### config.mk
export PLATFORM = sky130hd
export DESIGN_NAME = z16_writeback_unit
export DESIGN_NICKNAME = d
export VERILOG_FILES = /design/src/rtl/z16_wb_pkg.sv /design/src/rtl/z16_wb_tag_fifo.sv /design/src/rtl/z16_writeback_unit.sv
export SDC_FILE = /design/constraint.sdc
export NUM_CORES = 1
export LEC_CHECK = 0
export ABC_AREA = 1
export CAP_MARGIN = 20
export CORE_MARGIN = 5
export CORE_UTILIZATION = 54
export DETAILED_ROUTE_END_ITERATION = 16
export PLACE_DENSITY = 0.95
export SLEW_MARGIN = 20
export SYNTH_ARGS = -nofsm -noshare
export SYNTH_HDL_FRONTEND = slang
export SYNTH_HIERARCHICAL = 1
export SYNTH_SLANG_ARGS = --single-unit
### constraint.sdc
create_clock -name i_clk -period 4.8 [get_ports i_clk]
set_input_delay 0.96 -clock i_clk [delete_from_list [all_inputs] [get_ports i_clk]]
set_output_delay 0.96 -clock i_clk [all_outputs]
set_load 0.05 [all_outputs]
### src/rtl/z16_wb_pkg.sv
// z16_wb_pkg: shared widths and enums for the Z16 writeback unit
package z16_wb_pkg;
  localparam int REG_ADDR_W = 4;
  localparam int DATA_W = 16;
  typedef enum logic {SKID_EMPTY, SKID_HELD} skid_state_t;
  typedef enum logic [1:0] {SRC_NONE, SRC_LOAD, SRC_SKID, SRC_ALU} wb_src_t;
endpackage

### src/rtl/z16_wb_tag_fifo.sv
// z16_wb_tag_fifo: in-order FIFO of outstanding load destination registers
module z16_wb_tag_fifo
  import z16_wb_pkg::*;
#(
  parameter int LD_DEPTH = 4
) (
  input  logic                          i_clk,
  input  logic                          i_rst,
  input  logic                          push,
  input  logic                          pop,
  input  logic [REG_ADDR_W-1:0]         din,
  output logic [REG_ADDR_W-1:0]         dout,
  output logic [$clog2(LD_DEPTH):0]     count,
  output logic                          full,
  output logic                          empty
);
  localparam int PW = $clog2(LD_DEPTH);
  logic [REG_ADDR_W-1:0] mem [LD_DEPTH];
  logic [PW-1:0] wr_ptr, rd_ptr;
  logic do_push, do_pop;
  assign full = count == (PW+1)'(LD_DEPTH);
  assign empty = count == '0;
  assign do_push = push && !full;
  assign do_pop = pop && !empty;
  assign dout = mem[rd_ptr];
  always_ff @(posedge i_clk) begin
    if (do_push) mem[wr_ptr] <= din;
  end
  always_ff @(posedge i_clk or posedge i_rst) begin
    if (i_rst) begin
      wr_ptr <= '0;
      rd_ptr <= '0;
      count <= '0;
    end else begin
      if (do_push) wr_ptr <= wr_ptr + 1'b1;
      if (do_pop) rd_ptr <= rd_ptr + 1'b1;
      count <= count + (PW+1)'(do_push) - (PW+1)'(do_pop);
    end
  end
endmodule

### src/rtl/z16_writeback_unit.sv
// z16_writeback_unit: merges ALU results and in-order load returns onto the RD port; Z16_WB_BYPASS_EN adds rs forwarding ports
module z16_writeback_unit
  import z16_wb_pkg::*;
#(
  parameter int LD_DEPTH = 4
) (
  input  logic                  i_clk,
  input  logic                  i_rst,
  input  logic                  i_alu_valid,
  input  logic [REG_ADDR_W-1:0] i_alu_rd_addr,
  input  logic [DATA_W-1:0]     i_alu_data,
  output logic                  o_alu_ready,
  input  logic                  i_ld_req_valid,
  input  logic [REG_ADDR_W-1:0] i_ld_rd_addr,
  output logic                  o_ld_req_ready,
  input  logic                  i_mem_rdata_valid,
  input  logic [DATA_W-1:0]     i_mem_rdata,
  output logic [REG_ADDR_W-1:0] o_rd_addr,
  output logic                  o_rd_wen,
  output logic [DATA_W-1:0]     o_rd_data,
  output logic                  o_busy,
  output logic                  o_err
`ifdef Z16_WB_BYPASS_EN
  ,
  input  logic [REG_ADDR_W-1:0] i_rs1_addr,
  input  logic [REG_ADDR_W-1:0] i_rs2_addr,
  output logic                  o_rs1_fwd_valid,
  output logic [DATA_W-1:0]     o_rs1_fwd_data,
  output logic                  o_rs2_fwd_valid,
  output logic [DATA_W-1:0]     o_rs2_fwd_data
`endif
);
  localparam int CW = $clog2(LD_DEPTH) + 1;
  skid_state_t skid_state;
  wb_src_t src;
  logic [REG_ADDR_W-1:0] skid_addr, head, wb_addr;
  logic [DATA_W-1:0] skid_data, wb_data;
  logic [CW-1:0] count;
  logic full, empty, alu_acc, ld_push, ld_ret, wb_wen, collide;
  z16_wb_tag_fifo #(.LD_DEPTH(LD_DEPTH)) u_tag_fifo (
    .i_clk(i_clk),
    .i_rst(i_rst),
    .push(ld_push),
    .pop(ld_ret),
    .din(i_ld_rd_addr),
    .dout(head),
    .count(count),
    .full(full),
    .empty(empty)
  );
  assign o_alu_ready = skid_state == SKID_EMPTY;
  assign o_ld_req_ready = count < CW'(LD_DEPTH);
  assign o_busy = !empty || skid_state == SKID_HELD;
  assign alu_acc = i_alu_valid && o_alu_ready;
  assign ld_push = i_ld_req_valid && !full;
  assign ld_ret = i_mem_rdata_valid && !empty;
  assign collide = ld_ret && alu_acc && i_alu_rd_addr != '0;
  always_comb begin
    src = ld_ret ? SRC_LOAD : skid_state == SKID_HELD ? SRC_SKID : alu_acc ? SRC_ALU : SRC_NONE;
    wb_addr = src == SRC_LOAD ? head : src == SRC_SKID ? skid_addr : i_alu_rd_addr;
    wb_data = src == SRC_LOAD ? i_mem_rdata : src == SRC_SKID ? skid_data : i_alu_data;
    wb_wen = src != SRC_NONE && wb_addr != '0;
  end
  always_ff @(posedge i_clk or posedge i_rst) begin
    if (i_rst) begin
      skid_state <= SKID_EMPTY;
      skid_addr <= '0;
      skid_data <= '0;
      o_rd_wen <= 1'b0;
      o_rd_addr <= '0;
      o_rd_data <= '0;
      o_err <= 1'b0;
    end else begin
      o_rd_wen <= wb_wen;
      if (wb_wen) begin
        o_rd_addr <= wb_addr;
        o_rd_data <= wb_data;
      end
      if (i_mem_rdata_valid && empty) o_err <= 1'b1;
      if (collide) begin
        skid_state <= SKID_HELD;
        skid_addr <= i_alu_rd_addr;
        skid_data <= i_alu_data;
      end else if (src == SRC_SKID) begin
        skid_state <= SKID_EMPTY;
      end
    end
  end
`ifdef Z16_WB_BYPASS_EN
  assign o_rs1_fwd_valid = o_rd_wen && o_rd_addr == i_rs1_addr && i_rs1_addr != '0;
  assign o_rs2_fwd_valid = o_rd_wen && o_rd_addr == i_rs2_addr && i_rs2_addr != '0;
  assign o_rs1_fwd_data = o_rd_data;
  assign o_rs2_fwd_data = o_rd_data;
`endif
endmodule

After elaboration in Yosys (flattened, before gate mapping)
Memories as Yosys holds them, arrays and structs flattened.
Index checks and enable logic that the tools add are counted.
{"block": "classes", "addsub": 4, "n_mul": 0, "div_mod_pow": 0, "order_cmp": 1, "n_eq_ne": 3, "shifts": 0, "mux": 11, "bitwise_logic": 1, "reduce_logical": 17}
{"operator": "$mux W16", "n": 2}
{"operator": "$logic_and A1 B1 Y1", "n": 9}
{"operator": "$mux W4", "n": 2}
{"operator": "$reduce_bool A4 Y1", "n": 2}
{"operator": "$mux W2", "n": 3}
{"operator": "$add A2 B1 Y2 const B", "n": 2}
{"operator": "$mux W1", "n": 4}
{"operator": "$reduce_bool A2 Y1", "n": 2}
{"operator": "$add A3 B1 Y3", "n": 1}
{"operator": "$eq A3 B3 Y1 const B", "n": 1}
{"operator": "$logic_not A3 Y1", "n": 1}
{"operator": "$lt A3 B3 Y1 const B", "n": 1}
{"operator": "$sub A3 B1 Y3", "n": 1}
{"operator": "$eq A2 B1 Y1 const B", "n": 1}
{"operator": "$eq A2 B2 Y1 const B", "n": 1}
{"operator": "$logic_not A1 Y1", "n": 2}
{"operator": "$logic_or A1 B1 Y1", "n": 1}
{"operator": "$not A1 Y1", "n": 1}
{"block": "totals", "ff_bits": 50, "latchBits": 0, "mem_bits_rw": 16, "romBits": 0, "input_bits": 45, "output_inout_bits": 25, "elab_cells": 48, "memories": 1}
{"memory": "u_tag_fifo.mem", "depth": 4, "width": 4, "rd": 1, "rd_ports_with_merged_regs": 0, "wr": 1, "line": "z16_wb_tag_fifo.sv:18", "source": "logic [REG_ADDR_W-1:0] mem [LD_DEPTH];"}

Longest topological paths before layout
Gate-level depths: netlist of run 1.
{"block": "depth", "ltp_word": 10, "depth_mapped": 14, "ltp_nobuf": 12}

Hierarchy
Netlist of run 1, hierarchy kept.
{"module": "z16_writeback_unit", "instances": 1, "cells_per_inst": 264, "area_each_um2": 2093.3, "seq_area_each_um2": 1076.0}
{"module": "z16_wb_tag_fifo", "instances": 1, "cells_per_inst": 109, "area_each_um2": 1081.0, "seq_area_each_um2": 655.6}

Worst setup path after synthesis of run 1
Ideal clock, no wire load.
{"block": "synth_timing", "kind": "input to register", "start": "input i_mem_rdata_valid", "end": "register u_tag_fifo.count[2]", "setup_ns": 0.065, "t_arrival_ns": 2.549, "t_required_ns": 4.735, "path_slack_ns": 2.186, "stages": 12, "path_buffers": 2, "cell_sequence": "inv_2 > nor2_4 > buf_4 > buf_2 > nand2_1 > inv_1 > ha_1 > inv_1 > ha_1 > fa_1 > nand3b_1 > nand2_1"}
{"block": "synth_via", "elab_chain_cells": 3}
{"item": "start, declared", "line": "z16_writeback_unit.sv:16", "source": "input logic i_mem_rdata_valid,"}
{"item": "$logic_and A1 B1 Y1", "line": "z16_writeback_unit.sv:56", "source": "assign ld_ret = i_mem_rdata_valid && !empty;"}
{"item": "via ld_ret", "line": "z16_writeback_unit.sv:39", "source": "logic full, empty, alu_acc, ld_push, ld_ret, wb_wen, collide;"}
{"item": "$logic_and A1 B1 Y1", "line": "z16_wb_tag_fifo.sv:24", "source": "assign do_pop = pop && !empty;"}
{"item": "via u_tag_fifo.do_pop", "line": "z16_wb_tag_fifo.sv:20", "source": "logic do_push, do_pop;"}
{"item": "$sub A3 B1 Y3", "line": "z16_wb_tag_fifo.sv:37", "source": "count <= count + (PW+1)'(do_push) - (PW+1)'(do_pop);"}
{"item": "end signal, assigned", "line": "z16_wb_tag_fifo.sv:37"}
{"item": "end, declared", "line": "z16_wb_tag_fifo.sv:13", "source": "output logic [$clog2(LD_DEPTH):0] count,"}
The timed path passes the listed nets, and every way through them passes these cells.
A chain may end at the register's enable or synchronous reset.

Worst setup path in the final report of run 1
{"block": "layout_timing", "start": "input i_mem_rdata_valid", "end": "register o_rd_data[11]"}
{"block": "layout_via", "elab_chain_cells": 7, "word_cells_on_any_way": 11, "cone_classes": "2 x eq/ne; 5 x mux; 4 x reduce/logical"}
{"item": "$logic_and A1 B1 Y1 (*)", "line": "z16_writeback_unit.sv:56"}
{"item": "$mux W2 (*)", "line": "z16_writeback_unit.sv:59", "source": "src = ld_ret ? SRC_LOAD : skid_state == SKID_HELD ? SRC_SKID : alu_acc ? SRC_ALU : SRC_NONE;"}
{"item": "$eq A2 B2 Y1", "line": "z16_writeback_unit.sv:60, z16_writeback_unit.sv:61"}
{"item": "$mux W4 (2 in series)", "line": "z16_writeback_unit.sv:60", "source": "wb_addr = src == SRC_LOAD ? head : src == SRC_SKID ? skid_addr : i_alu_rd_addr;"}
{"item": "$reduce_bool A4 Y1", "line": "z16_writeback_unit.sv:62", "source": "wb_wen = src != SRC_NONE && wb_addr != '0;"}
{"item": "$logic_and A1 B1 Y1", "line": "z16_writeback_unit.sv:62"}
{"item": "end signal, assigned", "line": "z16_writeback_unit.sv:77", "source": "o_rd_data <= wb_data;"}
{"item": "end, declared", "line": "z16_writeback_unit.sv:20", "source": "output logic [DATA_W-1:0] o_rd_data,"}
Every way passes the cells marked *; elsewhere a longest branch is shown, timed or not.

==> results of run 1 <==
## layout by cell type, fill, tap and decap left out, types with 3 or more instances in the layout
cell type / n
inv_2: 3
nor2_1: 17
clkbuf_8: 10
nand3_1: 35
clkdlybuf4s50_1: 69
dfrtp_1: 50
o21ai_0: 28
edfxtp_1: 16
o211ai_1: 16
inv_1: 44
nand2_1: 130
ha_1: 6
## logic make-up (layout without fill, tap and decap cells)
| kind of cell | count (synthesis) | count (layout) | share of synthesized area |
|---|---|---|---|
| adders and majority gates | 7 | 7 | 0.0300 |
| buffers and inverters | 64 | 136 | 0.0887 |
| AOI/OAI and AO/OA | 46 | 46 | 0.0859 |
| and+or+nand+nor | 190 | 190 | 0.250 |
| DFF | 66 | 66 | 0.546 |
## final cells by class
class	instances	area, um2	area share
Timing Repair Buffer	71	706	0.173
Clock inverter	4	46.3	0.0113
Multi-Input combinational cell	243	1160	0.284
Sequential cell	66	1730	0.424
Inverter	49	184	0.0450
Clock buffer	12	166	0.0407
Tap cell	75	93.8	0.0229
## how the worst max path moves through the flow
stage / from / end / cells past startpoint
2_1_floorplan: i_mem_rdata_valid / u_tag_fifo/count[2] / 12
3_5_place_dp: i_mem_rdata_valid / o_rd_addr[1] / 10
6_report: i_mem_rdata_valid / o_rd_data[11] / 10
3_3_place_gp: i_mem_rdata_valid / o_rd_data[14] / 10
4_1_cts: i_mem_rdata_valid / o_rd_addr[1] / 10
5_1_grt: i_mem_rdata_valid / o_rd_data[8] / 10
## power groups by stage
stage	Sequential (W)	Combinational (W)	Clock [W]
final	0.000954	0.00128	0.000492
after global routing	0.000980	0.00140	0.000522
after CTS	0.000952	0.00128	0.000495
after detailed placement	0.000962	0.00127	0
after global placement	0.000943	0.00121	0
after floorplan	0.00123	0.000646	0
## registers in the layout, summed over array words and instances, names as in the netlist
name / cells
o_rd_data: 16
skid_data: 16
u_tag_fifo/mem: 16
o_rd_addr: 4
skid_addr: 4
u_tag_fifo/count: 3
u_tag_fifo/rd_ptr: 2
u_tag_fifo/wr_ptr: 2
o_err: 1
o_rd_wen: 1
skid_state: 1
## per-stage QoR
| step | instances | power, W |
|---|---|---|
| after floorplan | 373 | 0.00187 |
| after global placement | 504 | 0.00215 |
| after detailed placement | 504 | 0.00224 |
| after CTS | 520 | 0.00273 |
| after global routing | 520 | 0.00290 |
| final | 520 | 0.00272 |
## cells in the mapped netlist, types with 2 or more instances
| cell type | count |
|---|---|
| nand2_1 | 130 |
| dfrtp_1 | 50 |
| inv_1 | 45 |
| nand3_1 | 35 |
| o21ai_0 | 28 |
| nor2_1 | 17 |
| edfxtp_1 | 16 |
| o211ai_1 | 16 |
| buf_2 | 6 |
| ha_1 | 6 |
| buf_4 | 3 |
| buf_6 | 3 |
| clkbuf_1 | 3 |
| inv_2 | 3 |
| nand4_1 | 2 |
| nor2_4 | 2 |
## critical path, cell delays in order
cell             delay, ps
clkdlybuf4s50_1        510
inv_2                   60
nor2_4                 480
nand2_1                110
nand3_1                150
nor2_1                  70
nand2_1                440
nand2_1                560
nand2_1                200
nand2_1                 90
## routing by layer
metal  vias up  track usage  part of all wire
li1       1321            -                 -
met1      1244        0.246              0.40
met2       124        0.347              0.50
met3        31       0.0485             0.074
met4         0        0.115             0.035
met5         -            0                 0
==> metrics.yaml, run 1 <==
grt:
  overflow: 0
  antenna_found_initial: 0
  grt_pass1_vias: 2682
  grt_start_max_net_pins: 44
  grt_usage: 0.208
  grt_pass1_wl_mm: 12.1
synthesis:
  synthTopCellsByArea: "dfrtp_1 39%, nand2_1 15%, edfxtp_1 15%"
  yosys_warnings: 6
  synth_seq_cells: 66
  ys_types: 24
  syn_area_per_cell_um2: 8.51
  synth_area_um2: 3170
  synth_nets: 425
  synth-edff-count: 16
  synth_cells: 373
  synth_area_leader_cell: "dfrtp_1"
  synth_ff_type: "dfrtp_1"
  synth_top_area_frac: 0.394
  synthArstFlopShare: 0.758
  seq_area_frac_synth: 0.546
cts:
  tritoncts: "built"
  post_cts_resized: 0
  cts_max_path_buffers: 2
  cts.clk_slew.worst_paths_ps: 80
  cts_sinks: 66
  postCtsSetupRepairBufs: 0
  htree_levels: 3
  clock-root-buffer: "clkbuf_8"
  cts-hold-fix-buffers: 0
  clk_latency_ps: 340
  cts_buffers: 9
pwr:
  p_clk_frac: 0.181
  vdd.ir_drop.worst_uv: 444
  p_leak_nw: 1.95
  seqPwrFrac: 0.350
  power.switching_fraction: 0.442
  switchingPower_w: 0.00120
  power_density_nw_per_um2: 666
  comb_power_share: 0.469
  p_int_w: 0.00152
place:
  preCtsSetupSlack_ps: 1110
  io_buffers: 69
  gp_congestion: 0.806
  dpl.hpwl_mm: 5.45
  place_area_um2: 3880
timing:
  rsz0062_at_grt: "no"
  fin_hold_ws_ps: 475
  hold_viol_final: 0
  fmax_ghz: 0.292
  min_period_over_period: 0.713
  tns_ps: 0
  slew_violations: 0
  setup_slack_ps: 1380
  relSlewSlack: 0.580
  tightest_slew_ps: 628
  finClkSkew_ps: 12.6
  setup_viol: 0
  period_needed_ps: 3420
routing:
  drcViolationCount: 0
  post_drt_via_cell_ratio: 5.23
  ant_nets: 0
  vias: 2720
  drt_wl_total_mm: 7.35
  post_drt_wl_per_cell_um: 14.1
  drt_iter0_drc: 235
  drtPass1Iterations: 5
setup_path:
  rr_worst_depth: 11
  cp.arrival_ps: 3640
  cp_max_fo: 26
  crit_type: "in2reg"
  startpoint_type: "input port"
  cp-end-kind: "flop"
  worst-r2r-setup-slack_ps: 1820
  rr_endpoint: "o_rd_data[11]"
  r2r-start: "u_tag_fifo/count[2]"
  crit_required_ps: 5020
hold_path:
  min_delay_path_depth: 2
  min_from: "o_rd_data[2]"
  hold_end: "o_rd_data[2]"
  hold_path.class: "reg2reg"
finish:
  layout-drive-gt1-share: 0.0562
  area_growth_pct: 28.8
  num-nets-final: 492
  fin_area_um2: 4090
  antenna_cells: 0
  fill_cells: 404
  fin_util: 0.703
die:
  die_h_um: 86.7
  num_io_pins: 70
  dieArea_um2: 7510
  rows: 28
  die_w_um: 86.7
  start_util: 0.546
  core_um2: 5820
run:
  max_cap_violations: 0
outcome:
  status: "completed"
Power figures use the tool's default switching activity.
==> run 2, diff against run 1 <==
--- a/config.mk
+++ b/config.mk
@@ -8,9 +8,9 @@
 export ABC_AREA = 1
 export CAP_MARGIN = 20
 export CORE_MARGIN = 5
-export CORE_UTILIZATION = 54
+export CORE_UTILIZATION = 46
 export DETAILED_ROUTE_END_ITERATION = 16
-export PLACE_DENSITY = 0.95
+export PLACE_DENSITY = 0.87
 export SLEW_MARGIN = 20
 export SYNTH_ARGS = -nofsm -noshare
 export SYNTH_HDL_FRONTEND = slang
==> constraint.sdc (replaced) <==
create_clock -name i_clk -period 2.9 [get_ports i_clk]
set_input_delay 0.58 -clock i_clk [delete_from_list [all_inputs] [get_ports i_clk]]
set_output_delay 0.58 -clock i_clk [all_outputs]
set_load 0.05 [all_outputs]
==> run 2 against run 1 <==
Critical path depth fell by 5. Core utilization fell by 9.2 points. Sequential power rose by 65%. Power rose by 64%. Clock-buffer cell count rose by 2. Via count fell by 3.4%. Clock power rose by 53%.
==> metrics.yaml, run 2 (synthesis gave the netlist of run 1 again) <==
outcome:
  status: "completed"
routing:
  post_drt_via_cell_ratio: 4.96
  drt_iter0_drc: 159
  drtPass1Iterations: 5
  drcViolationCount: 0
  post_drt_wl_per_cell_um: 13.4
  vias: 2628
  ant_nets: 0
  drt_wl_total_mm: 7.08
timing:
  period_needed_ps: 2550
  setup_viol: 0
  tightest_slew_ps: 629
  slew_violations: 0
  fin_hold_ws_ps: 472
  rsz0062_at_grt: "no"
  min_period_over_period: 0.878
  hold_viol_final: 0
  finClkSkew_ps: 6.34
  relSlewSlack: 0.579
  fmax_ghz: 0.393
  tns_ps: 0
grt:
  grt_pass1_vias: 2577
  antenna_found_initial: 0
  grt_pass1_wl_mm: 12.0
  grt_usage: 0.175
  grt_start_max_net_pins: 27
  overflow: 0
hold_path:
  hold_path.class: "reg2reg"
cts:
  postCtsSetupRepairBufs: 0
  cts_buffers: 9
  htree_levels: 3
  cts.clk_slew.worst_paths_ps: 70
  cts-hold-fix-buffers: 0
  tritoncts: "built"
  post_cts_resized: 0
  cts_max_path_buffers: 2
  cts_sinks: 66
  clk_latency_ps: 330
  clock-root-buffer: "clkbuf_8"
run:
  max_cap_violations: 0
pwr:
  vdd.ir_drop.worst_uv: 701
  p_leak_nw: 1.97
  power_density_nw_per_um2: 1080
  finalPower_w: 0.00445
place:
  dpl.hpwl_mm: 5.32
  io_buffers: 69
  place_area_um2: 3930
  gp_congestion: 0.782
setup_path:
  startpoint_type: "flop"
  crit_type: "reg2out"
  crit_required_ps: 2320
  cp-end-kind: "output pin"
  cp.arrival_ps: 1970
  cp_max_fo: 5
die:
  rows: 30
  die_h_um: 93.1
  num_io_pins: 70
  core_um2: 6760
  dieArea_um2: 8660
  die_w_um: 93.1
  start_util: 0.470
finish:
  fin_util: 0.611
  num-nets-final: 498
  layout-drive-gt1-share: 0.0667
  area_growth_pct: 30.0
  final_common_cell: "nand2_1"
  antenna_cells: 0
  layout_common_cells: "130 x nand2_1, 69 x clkdlybuf4s50_1, 50 x dfrtp_1, 44 x inv_1, 35 x nand3_1"
  reg.largest.list: "o_rd_data (16), skid_data (16), u_tag_fifo/mem (16)"
  fin_area_um2: 4130
==> run 2: final cells by class <==
type	count	area [um2]
clock buffers	14	194
clock inverters	1	5.00
multi-input cells	243	1160
repair buffers	77	751
inverters	49	184
fillers	567	2630
well taps	80	100
flip-flops and latches	66	1730
==> run 2: final timing paths <==
check	slack [ps]	startpoint	cells after the start	to
hold reg to reg	470	o_rd_data[0]	2	o_rd_data[0]
min in group asynchronous	520	i_rst	2	u_tag_fifo/rd_ptr[0]
hold / removal	470	o_rd_data[0]	2	o_rd_data[0]
max in group asynchronous	2020	i_rst	3	skid_data[6]
setup reg to reg	510	u_tag_fifo/count[1]	11	o_rd_data[15]
setup / recovery	350	u_tag_fifo/count[1]	5	o_busy
==> run 2: metal layers <==
metal	vias up	GRT usage	share of wire	wire length, um
met5	-	0	0	0
met4	0	0.0440	0.0048	34
met3	6	0.0507	0.060	422
met2	80	0.290	0.50	3510
met1	1211	0.225	0.44	3110
li1	1331	-	-	-
==> run 2: report_power, final <==
group          total, W  switching, W  internal [W]
logic           0.00213       0.00140      0.000730
registers       0.00157      0.000227       0.00134
clock network  0.000752      0.000324      0.000427
total           0.00445       0.00195       0.00250
==> run 2: worst max-delay path, cell delays in order, from the launching register on <==
cell and delay, ps:
dfrtp_1 400, nor2_1 160, nand2_1 150, inv_1 160
nand2_1 70, clkdlybuf4s50_1 700
==> run 2: per-stage QoR <==
step	cells	setup WS (ps)
6_report	530	354
5_1_grt	530	251
4_1_cts	530	323
3_5_place_dp	515	157
3_3_place_gp	515	273
2_1_floorplan	373	547
